$ cat config.mk
export PLATFORM = sky130hd
export DESIGN_NAME = deser_frame_ctrl
export DESIGN_NICKNAME = d
export VERILOG_FILES = /design/src/rtl/deser_pkg.sv /design/src/rtl/deser_out_buf.sv /design/src/rtl/deser_frame_ctrl.sv
export SDC_FILE = /design/constraint.sdc
export NUM_CORES = 1
export LEC_CHECK = 0
export ABC_AREA = 0
export CORE_MARGIN = 5
export CORE_UTILIZATION = 30
export DETAILED_ROUTE_END_ITERATION = 6
export GPL_ROUTABILITY_DRIVEN = 0
export PLACE_DENSITY = 0.66
export SLEW_MARGIN = 20
export SYNTH_ARGS = -nofsm -noshare
export SYNTH_HDL_FRONTEND = slang
export SYNTH_SLANG_ARGS = --single-unit
$ cat constraint.sdc
create_clock -name clk -period 1.85 [get_ports clk]
set_clock_uncertainty 0.15 [all_clocks]
set_input_delay 0.4625 -clock clk [delete_from_list [all_inputs] [get_ports clk]]
set_output_delay 0.4625 -clock clk [all_outputs]
set_load 0.1 [all_outputs]
$ cat src/rtl/deser_pkg.sv
// Shared types and constants for the deserializer frame sequencer.
package deser_pkg;

    typedef enum logic [1:0] {
        IDLE = 2'd0,
        HUNT = 2'd1,
        RUN  = 2'd2
    } deser_st_e;

    localparam int unsigned FRAME_CNT_W = 16;

endpackage

$ cat src/rtl/deser_out_buf.sv
// One-entry valid/ready holding register for completed parallel groups.
// A group arriving while the entry is occupied and not draining is dropped.
module deser_out_buf #(
    parameter int unsigned WIDTH = 64
) (
    input  logic             clk,
    input  logic             rst_n,
    input  logic             cap_en,
    input  logic [WIDTH-1:0] cap_dat,
    input  logic             cap_last,
    input  logic             out_rdy,
    output logic             out_vld,
    output logic [WIDTH-1:0] out_dat,
    output logic             out_last,
    output logic             err_ovf,
    output logic             xfer
);

    logic can_load;

    always_comb begin
        xfer     = out_vld && out_rdy;
        can_load = !out_vld || out_rdy;
    end

    always_ff @(posedge clk or negedge rst_n) begin
        if (!rst_n) begin
            out_vld  <= 1'b0;
            out_dat  <= '0;
            out_last <= 1'b0;
            err_ovf  <= 1'b0;
        end else begin
            if (cap_en && can_load) begin
                out_vld  <= 1'b1;
                out_dat  <= cap_dat;
                out_last <= cap_last;
            end else begin
                if (cap_en) begin
                    err_ovf <= 1'b1;
                end
                if (xfer) begin
                    out_vld <= 1'b0;
                end
            end
        end
    end

endmodule

$ cat src/rtl/deser_frame_ctrl.sv
// Frame sequencer: hunts the sync word, enables the deserializer for a full
// frame of groups, and buffers each completed group for the downstream consumer.
module deser_frame_ctrl
    import deser_pkg::*;
#(
    parameter int unsigned           DATA_WIDTH  = 8,
    parameter int unsigned           PARL_WIDTH  = 8,
    parameter int unsigned           FRAME_BEATS = 4,
    parameter logic [DATA_WIDTH-1:0] SYNC_WORD   = 8'hA5
) (
    input  logic                             clk,
    input  logic                             rst_n,
    input  logic                             arm,
    input  logic                             cfg_dir,
    input  logic                             in_vld,
    input  logic [DATA_WIDTH-1:0]            in_dat,
    output logic                             des_en,
    output logic                             des_dir,
    input  logic                             des_valid,
    input  logic [DATA_WIDTH*PARL_WIDTH-1:0] des_par,
    output logic                             out_vld,
    input  logic                             out_rdy,
    output logic [DATA_WIDTH*PARL_WIDTH-1:0] out_dat,
    output logic                             out_last,
    output logic                             busy,
    output logic                             err_gap,
    output logic                             err_ovf,
    output logic [FRAME_CNT_W-1:0]           frame_cnt
);

    localparam int unsigned WCW = $clog2(PARL_WIDTH);
    localparam int unsigned BCW = (FRAME_BEATS > 1) ? $clog2(FRAME_BEATS) : 1;
    localparam logic [WCW-1:0] WORD_LAST = WCW'(PARL_WIDTH - 1);
    localparam logic [BCW-1:0] BEAT_LAST = BCW'(FRAME_BEATS - 1);

    deser_st_e      state;
    deser_st_e      state_nxt;
    logic [WCW-1:0] word_cnt;
    logic [BCW-1:0] beat_cnt;
    logic           word_end;
    logic           frame_end;
    logic           gap_hit;
    logic           grp_last;
    logic           xfer;

    always_comb begin
        word_end  = (state == RUN) && in_vld && (word_cnt == WORD_LAST);
        frame_end = word_end && (beat_cnt == BEAT_LAST);
        gap_hit   = (state == RUN) && !in_vld && (word_cnt != '0);
    end

    always_ff @(posedge clk or negedge rst_n) begin
        if (!rst_n) begin
            state <= IDLE;
        end else begin
            state <= state_nxt;
        end
    end

    always_comb begin
        state_nxt = state;
        unique case (state)
            IDLE: if (arm) state_nxt = HUNT;
            HUNT: begin
                if (!arm) begin
                    state_nxt = IDLE;
                end else if (in_vld && (in_dat == SYNC_WORD)) begin
                    state_nxt = RUN;
                end
            end
            RUN: begin
                if (frame_end || gap_hit) begin
                    state_nxt = arm ? HUNT : IDLE;
                end
            end
            default: state_nxt = IDLE;
        endcase
    end

    always_comb begin
        des_en = (state == RUN) && in_vld;
        busy   = (state != IDLE);
    end

    always_ff @(posedge clk or negedge rst_n) begin
        if (!rst_n) begin
            word_cnt <= '0;
            beat_cnt <= '0;
        end else if ((state != RUN) || gap_hit) begin
            word_cnt <= '0;
            beat_cnt <= '0;
        end else if (in_vld) begin
            if (word_end) begin
                word_cnt <= '0;
                beat_cnt <= (beat_cnt == BEAT_LAST) ? '0 : beat_cnt + 1'b1;
            end else begin
                word_cnt <= word_cnt + 1'b1;
            end
        end
    end

    // beat_cnt has already moved on when des_valid arrives, so the
    // last-of-frame tag is registered with every enabled word instead.
    always_ff @(posedge clk or negedge rst_n) begin
        if (!rst_n) begin
            grp_last <= 1'b0;
        end else if (des_en) begin
            grp_last <= (beat_cnt == BEAT_LAST);
        end
    end

    always_ff @(posedge clk or negedge rst_n) begin
        if (!rst_n) begin
            des_dir   <= 1'b0;
            err_gap   <= 1'b0;
            frame_cnt <= '0;
        end else begin
            if ((state == IDLE) && arm) begin
                des_dir <= cfg_dir;
            end
            if (gap_hit) begin
                err_gap <= 1'b1;
            end
            if (xfer && out_last) begin
                frame_cnt <= frame_cnt + 1'b1;
            end
        end
    end

    deser_out_buf #(
        .WIDTH(DATA_WIDTH * PARL_WIDTH)
    ) u_out_buf (
        .clk      (clk),
        .rst_n    (rst_n),
        .cap_en   (des_valid),
        .cap_dat  (des_par),
        .cap_last (grp_last),
        .out_rdy  (out_rdy),
        .out_vld  (out_vld),
        .out_dat  (out_dat),
        .out_last (out_last),
        .err_ovf  (err_ovf),
        .xfer     (xfer)
    );

endmodule

======== Word-level counts from Yosys, hierarchy flattened ========
Index checks and enable logic that the tools add are counted.
cells by class
  $add $sub $neg .......................... 3
  multiply operators ...................... 0
  divide/modulo/power cells ............... 0
  order comparisons ....................... 0
  equality and inequality tests ........... 9
  shifts and indexed selects .............. 0
  muxes and demuxes ....................... 15
  bitwise logic cells ..................... 1
  reduce and logical (&&, ||, !) cells .... 24
operators by type and width
  operator                 number
  $add A16 B1 Y16 const B  1
  $mux W2                  8
  $logic_and A1 B1 Y1      10
  $mux W3                  3
  $eq A8 B8 Y1 const B     1
  $reduce_bool A2 Y1       4
  $pmux W2 S3              1
  $eq A2 B2 Y1 const B     2
  $ne A2 B2 Y1 const B     2
  $reduce_and A2 Y1        2
  $add A3 B1 Y3 const B    1
  $eq A3 B3 Y1 const B     1
  $logic_or A1 B1 Y1       3
  $mux W1                  3
  $ne A3 B3 Y1 const B     1
  $reduce_and A3 Y1        1
  $reduce_bool A3 Y1       1
  $add A2 B1 Y2 const B    1
  $eq A2 B1 Y1 const B     1
  $logic_not A1 Y1         2
  $logic_not A2 Y1         1
  $ne A2 B1 Y1 const B     1
  $not A1 Y1               1
word-level totals
  flip-flop bits (word level) ............. 93
  bits in latches ......................... 0
  RAM bits ................................ 0
  bits in read-only memories .............. 0
  output and inout bits ................... 87
  memories ................................ 0

======== Longest topological paths before layout ========
Gate-level depths: netlist of the first run.
  depth after elaboration ................. 7
  depth in mapped cells ................... 6
  depth with buffers taken out ............ 6

======== Modules after synthesis ========
A second synthesis of the first run with hierarchy kept.
unflattened totals
  cells, all modules ...................... 256
  area, all modules ....................... 4012.6 µm²
modules (own cells, without submodules)
  module            times used  cells an instance  area each (µm²)
  deser_out_buf     1           145                2767.7
  deser_frame_ctrl  1           111                1244.9

======== Least setup slack after synthesis of the first run ========
OpenSTA, ideal clock, no wires.
  kind .................................... flip-flop to flip-flop
  start point ............................. reg frame_cnt[0]
  end point ............................... reg frame_cnt[8]
  setup time .............................. 159 ps
  arrival time ............................ 1950 ps
  required time ........................... 1541 ps
  path slack .............................. -409 ps
  cell stages (with the launch flop) ...... 6
  buffers on the path ..................... 0
  cells stage by stage .................... dfrtp_1 -> ha_1 -> nand4_1 -> nor2_1 -> nand4_1 -> xnor2_1
on the way
  word-level cells in the longest chain between the ends .. 1
RTL lines
  item                    line                     source
  start, declared         deser_frame_ctrl.sv:28   output logic [FRAME_CNT_W-1:0] frame_cnt
  start signal, assigned  deser_frame_ctrl.sv:125  frame_cnt <= frame_cnt + 1'b1;
  $add A16 B1 Y16         deser_frame_ctrl.sv:125
No other way between the ends.
A chain may end at the register's enable or synchronous reset.

======== Worst setup path after layout of the first run ========
  start point ............................. reg state[1]
  end point ............................... out des_en
on the way
  word-level cells in the longest chain between the ends .. 2
RTL lines
  item                    line                    source
  start, declared         deser_frame_ctrl.sv:36  deser_st_e state;
  start signal, assigned  deser_frame_ctrl.sv:56  state <= state_nxt;
  $eq A2 B2 Y1            deser_frame_ctrl.sv:81  des_en = (state == RUN) && in_vld;
  $logic_and A1 B1 Y1     deser_frame_ctrl.sv:81
  end, declared           deser_frame_ctrl.sv:17  output logic des_en,
No other way between the ends.

==> results of run 1 <==
## synth_stat cells
library cell and n:
a21o_1 1, a21oi_1 2, a31oi_1 1, a32o_1 1, a41o_1 1, and2b_1 1, and4_1 1, buf_2 7
buf_6 1, dfrtp_1 93, ha_1 5, inv_1 8, mux2_2 68, mux2i_1 1, nand2_1 14, nand2b_1 1
nand3_1 7, nand3_2 3, nand4_1 3, nand4b_1 1, nor2_1 13, nor2b_1 1, nor3_1 1, nor3_2 1
nor3b_1 2, nor4_4 1, nor4bb_1 1, o21ai_0 1, o21bai_1 1, o31ai_1 1, or3_1 2, xnor2_1 8
xor2_1 7
## registers in the layout, summed over array words and instances (netlist names)
signal              cells
beat_cnt                2
des_dir                 1
err_gap                 1
frame_cnt              16
grp_last                1
state                   2
u_out_buf.err_ovf       1
u_out_buf.out_dat      64
u_out_buf.out_last      1
u_out_buf.out_vld       1
word_cnt                3
## power by group
| group | total [mW] | internal, mW | switching (mW) |
|---|---|---|---|
| sequential | 2.48 | 2.25 | 0.227 |
| combinational | 3.12 | 1.20 | 1.92 |
| clock | 1.80 | 1.09 | 0.712 |
| total | 7.40 | 4.54 | 2.86 |
## repair_timing
action / CTS / global route
endpoints found under the setup margin: 1 / 6
pin swaps: 0 / 1
endpoints found under the hold margin: 93 / 0
resized for setup: 5 / 2
buffers inserted: 4 / 1
hold buffers: 1 / 0
## worst register-to-register path: stages, from the launching register on
cell and delay (ns):
dfrtp_1 0.41, inv_1 0.08, ha_1 0.14, nor2b_1 0.18, o21ai_0 0.13, a41o_1 0.25, a32o_1 0.26
## stage by stage
stage               TNS, ns  hold WS, ns  cell area [um2]
global route         -0.116        0.393             6970
global placement     -17.32        0.327             6620
finish              -0.0609        0.357             6970
floorplan                 0       0.0169             3770
detailed placement   -18.26        0.325             6620
CTS                 -0.0697        0.370             6950
## cell type report
class	count	area (um2)	share of cell area, %
clock buffer	15	258	3.70
clock inverter	1	30.0	0.431
inverter	8	33.8	0.485
multi-input combinational	151	1350	19.4
sequential	93	2360	33.8
tap	168	210	3.02
timing repair buffer	188	2730	39.2
## kinds of logic (layout without fill, tap and decap cells)
| logic type | after synthesis | after routing | share of synthesized area, % |
|---|---|---|---|
| adder cells (fa/ha/maj) | 5 | 5 | 1.68 |
| XOR/XNOR | 15 | 15 | 3.52 |
| AO/OA/AOI/OAI | 9 | 9 | 1.71 |
| flip-flops | 93 | 93 | 62.3 |
| multiplexers | 69 | 69 | 20.8 |
| buffers and inverters | 16 | 212 | 2.04 |
| AND/OR/NAND/NOR | 53 | 53 | 7.94 |
## worst paths after layout
kind,slack [ns],cells after the start,to
setup reg to reg,0.14,6,state[0]$_DFFE_PN0P_
setup / recovery,-0.06,4,des_en
max in group asynchronous,0.75,3,frame_cnt[6]$_DFFE_PN0P_
min in group asynchronous,0.52,3,frame_cnt[14]$_DFFE_PN0P_
hold / removal,0.36,1,grp_last$_DFFE_PN0P_
hold reg to reg,0.36,1,grp_last$_DFFE_PN0P_
## routing by layer
| metal | track usage, % | share of wire (%) | up-vias |
|---|---|---|---|
| met5 | 0 | 0 | - |
| met4 | 5.67 | 2.2 | 0 |
| met3 | 3.48 | 5.9 | 17 |
| met2 | 23.7 | 54 | 100 |
| met1 | 15.6 | 38 | 1382 |
| li1 | - | - | 1275 |
==> flow_summary.json, run 1 <==
{
  "crit_family": "flip-flops",
  "fin_cells": 624,
  "worst_path_max_delay_cell": "dfrtp_1",
  "ios": 166,
  "maxSlewHeadroom_pct": 79.6,
  "status": "complete, but fails checks",
  "power_density_nw_per_um2": 1060,
  "post-route-period-util_pct": 103,
  "final_nets": 535,
  "grt_pass1_wl_mm": 15.6,
  "setup_viol": 1,
  "startpoint_type": "flip-flop",
  "clk_pin_slew_ns": 0.06,
  "start_util_pct": 30.8,
  "yosys.area.top_type": "dfrtp_1",
  "cts.root.buffer_cell": "clkbuf_16",
  "cts_made_buffers": 9,
  "synthesis.instances": 260,
  "critPathCaptureType": "output port",
  "core_area_um2": 12100,
  "max_cap_violations": 0,
  "h-tree-depth": 3,
  "final_common_cell": "buf_12",
  "drc": 0,
  "rsz0062_at_grt": "yes",
  "pre_cts_ws_ns": -0.328,
  "port-buffer-count": 165,
  "synth_area_leaders": "dfrtp_1 62%, mux2_2 21%, xnor2_1 1.9%",
  "die_h_um": 122,
  "finalCoreUtilization_pct": 57.5,
  "violations": "negative setup slack",
  "cts_tree": "done",
  "dr.pass1.iters": 4,
  "die-area_um2": 14800,
  "path_max_fanout": 2,
  "grt_max_degree": 49,
  "grt_pass1_vias": 3046,
  "postRouteAntennaNets": 0,
  "clock.fmax_ghz": 0.523,
  "drt_iter0_markers": 75,
  "yosysSeqAreaShare_pct": 62.3,
  "ys_ff_latch": 93,
  "worstSkewPairLatency_ns": 0.33,
  "routed_via_density": 4.45,
  "crit_start": "state[1]$_DFFE_PN0P_",
  "worstPathCellList": "and2b_2 > nand2_2 > clkinvlp_4 > buf_12",
  "worst_pin_slew_ns": 0.306,
  "min_from": "grp_last$_DFFE_PN0P_",
  "synth.top_cell.area_share_pct": 62.3,
  "synth_area_per_cell_um2": 14.4,
  "path_class": "reg2out",
  "num_antenna_cells": 0,
  "synthesis.nets": 344,
  "slew_viol_final": 0,
  "crit_arrival_ns": 1.30,
  "ys_types": 33,
  "worst_hold_path_type": "reg2reg",
  "rows": 40,
  "mostFrequentLayoutCells": "90 x buf_12, 77 x dfrtp_1, 76 x clkdlybuf4s50_1, 68 x mux2_2, 20 x buf_4",
  "p_total_mw": 7.40,
  "ir_worst_vdd_mv": 0.548,
  "final-hold-violation-count": 0,
  "syn_area_um2": 3730,
  "crit_required_ns": 1.24,
  "dpl.hpwl_mm": 7.74,
  "clockBufferDepth": 2,
  "via_count": 2774,
  "drt_wl_total_mm": 9.77,
  "crit-reg2reg-launch": "word_cnt[0]$_DFFE_PN0P_",
  "fp.dieW_um": 122,
  "fill_cells": 969,
  "final.setup.worst_slack_ns": -0.0609,
  "p_leak_nw": 3.02,
  "antenna_found_initial": 0,
  "drive_gt1_share_pct": 47.6,
  "overflow": 0,
  "syn2layout_area_growth_pct": 86.7,
  "yosys_warnings": 0,
  "dp_cells": 602,
  "period_minus_slack_ns": 1.91,
  "max_stage_delay_ns": 0.39,
  "cts.sinks": 93,
  "grt_use_total_pct": 13.5,
  "path_buf_inv": 2,
  "wl_per_cell_um": 15.7
}
No activity file was read; power rests on OpenSTA's default activity.
==> inputs of run 2 (changes only) <==
--- a/config.mk
+++ b/config.mk
@@ -7,10 +7,10 @@
 export LEC_CHECK = 0
 export ABC_AREA = 0
 export CORE_MARGIN = 5
-export CORE_UTILIZATION = 30
+export CORE_UTILIZATION = 42
 export DETAILED_ROUTE_END_ITERATION = 6
 export GPL_ROUTABILITY_DRIVEN = 0
-export PLACE_DENSITY = 0.66
+export PLACE_DENSITY = 0.85
 export SLEW_MARGIN = 20
 export SYNTH_ARGS = -nofsm -noshare
 export SYNTH_HDL_FRONTEND = slang
==> run 2 against run 1 <==
Effect of this change:
- the run still ends with negative setup slack left
- global-route usage rose by 5.5 points
- clock power fell by 18%
- total power fell by 4.2%
- count of clock-buffer cells in the layout fell by 4
- hold slack improved by 0.012 ns
- design area fell by 1.7%
- critical path depth did not move
- wire length rose by 4.9%
- largest power group unchanged
==> flow_summary.json, run 2 (synthesis results as in run 1) <==
{
  "setup_viol": 1,
  "drt_wl_total_mm": 10.2,
  "port-buffer-count": 165,
  "final_nets": 534,
  "grt_pass1_wl_mm": 16.5,
  "die-area_um2": 10900,
  "via_count": 2767,
  "rows": 34,
  "drive_gt1_share_pct": 48.4,
  "final-hold-violation-count": 0,
  "dp_cells": 541,
  "setup-tns-final_ns": -0.0613,
  "worstSkewPairLatency_ns": 0.36,
  "clk_pin_slew_ns": 0.08,
  "startpoint_type": "input pin",
  "largest_register": "u_out_buf.out_dat",
  "start_util_pct": 43.0,
  "post-route-period-util_pct": 103,
  "wl_per_cell_um": 18.2,
  "final_common_cell": "buf_12",
  "clockBufferDepth": 2,
  "antenna_found_initial": 0,
  "worst_hold_path_type": "reg2reg",
  "rsz0062_at_grt": "yes",
  "fp.dieW_um": 104,
  "cts_tree": "done",
  "path_max_fanout": 2,
  "crit_arrival_ns": 1.30,
  "rr_worst_depth": 6,
  "routed_via_density": 4.91,
  "crit_start": "in_vld",
  "power_density_nw_per_um2": 1030,
  "critPathCaptureType": "output port",
  "cts.root.buffer_cell": "clkbuf_8",
  "cts_made_buffers": 9,
  "period_minus_slack_ns": 1.91,
  "h-tree-depth": 3,
  "dr.pass1.iters": 4,
  "pre_cts_ws_ns": -0.366,
  "reg_top3": "u_out_buf.out_dat: 64 flops, frame_cnt: 16 flops, word_cnt: 3 flops",
  "ir_worst_vdd_mv": 0.529,
  "num_antenna_cells": 0,
  "die_h_um": 104,
  "violations": "negative setup slack",
  "dpl.hpwl_mm": 8.00,
  "largest_reg_flops": 64,
  "grt_max_degree": 42,
  "crit_required_ns": 1.24,
  "fin_cells": 563,
  "fill_cells": 496,
  "ff2ff_setup_slack_ns": 0.14,
  "postRouteAntennaNets": 0,
  "final.setup.worst_slack_ns": -0.0613,
  "grt_use_total_pct": 19.0,
  "p_total_mw": 7.09,
  "maxSlewHeadroom_pct": 73.0,
  "slew_viol_final": 0,
  "overflow": 0,
  "crit_end": "des_en",
  "max_cap_violations": 0,
  "grt_pass1_vias": 3133,
  "worst_pin_slew_ns": 0.405,
  "syn2layout_area_growth_pct": 83.5,
  "drc": 0,
  "status": "complete, but fails checks",
  "cts.sinks": 93,
  "crit-reg2reg-launch": "word_cnt[0]$_DFFE_PN0P_",
  "ios": 166,
  "timing.rr.end": "state[0]$_DFFE_PN0P_",
  "path_class": "in2out",
  "drt_iter0_markers": 51,
  "core_area_um2": 8680,
  "p_leak_nw": 3.00,
  "mostFrequentLayoutCells": "90 x buf_12, 77 x dfrtp_1, 77 x clkdlybuf4s50_1, 68 x mux2_2, 17 x buf_4",
  "clock.fmax_ghz": 0.523
}
-- run 2: cell count changes in the layout (fill, tap and decap cells not counted), sizes merged --
cell	change
buf	-2
bufinv	+1
clkbuf	-3
clkdlybuf4s50	+1
clkinv	+2
clkinvlp	+1
dlygate4sd2	-1
-- run 2: through the flow --
stage | hold WS (ns) | util [%] | instance area (um2)
6_report | 0.369 | 78.9 | 6850
5_1_grt | 0.394 | 78.9 | 6850
4_1_cts | 0.371 | 78.5 | 6810
3_5_place_dp | 0.272 | 75.3 | 6540
3_3_place_gp | 0.270 | 75.3 | 6540
2_1_floorplan | 0.0169 | - | 3770
-- run 2: repair_timing --
action,CTS,global route
endpoints found under the setup margin,1,45
pin swaps,1,1
hold buffers,1,0
resized for setup,6,5
hold endpoints to repair,27,0
gates cloned,0,1
setup buffers,4,0
-- run 2: how the worst min path moves through the flow --
stage	from	endpoint	depth (start not counted)
finish	grp_last$_DFFE_PN0P_	grp_last$_DFFE_PN0P_	1
global route	frame_cnt[13]$_DFFE_PN0P_	frame_cnt[13]$_DFFE_PN0P_	1
CTS	grp_last$_DFFE_PN0P_	grp_last$_DFFE_PN0P_	1
detailed placement	rst_n	frame_cnt[12]$_DFFE_PN0P_	1
global placement	rst_n	frame_cnt[12]$_DFFE_PN0P_	1
floorplan	rst_n	beat_cnt[0]$_DFFE_PN0P_	0
-- run 2: report_power, final --
group	internal, mW	switching [mW]
Clock	0.768	0.700
Combinational	1.20	1.93
Sequential	2.25	0.236
-- run 2: per-layer routing --
layer,vias to the layer above,track usage (%),part of all wire [%]
li1,1273,-,-
met1,1372,20.6,36
met2,99,34.6,55
met3,23,5.40,5.8
met4,0,7.12,2.7
met5,-,0,0
-- run 2: layout make-up --
cell class,instances,area [um2],area share (%)
clock inverter,5,85.1,1.24
tap,108,135,1.97
clock buffer,11,131,1.92
sequential,93,2360,34.4
multi-input combinational,151,1360,19.9
inverter,8,33.8,0.493
timing repair buffer,187,2750,40.1
-- run 2: critical path, stage by stage --
cell and delay, ns:
clkdlybuf4s50_1 0.52, nand2_4 0.07, clkinvlp_4 0.07, buf_12 0.16
==> inputs of run 3 (changes only) <==
--- a/config.mk
+++ b/config.mk
@@ -5,7 +5,6 @@
 export SDC_FILE = /design/constraint.sdc
 export NUM_CORES = 1
 export LEC_CHECK = 0
-export ABC_AREA = 0
 export CORE_MARGIN = 5
 export CORE_UTILIZATION = 42
 export DETAILED_ROUTE_END_ITERATION = 6
==> results of run 3 <==
Final layout, timing and power as in run 2 (identical DEF).
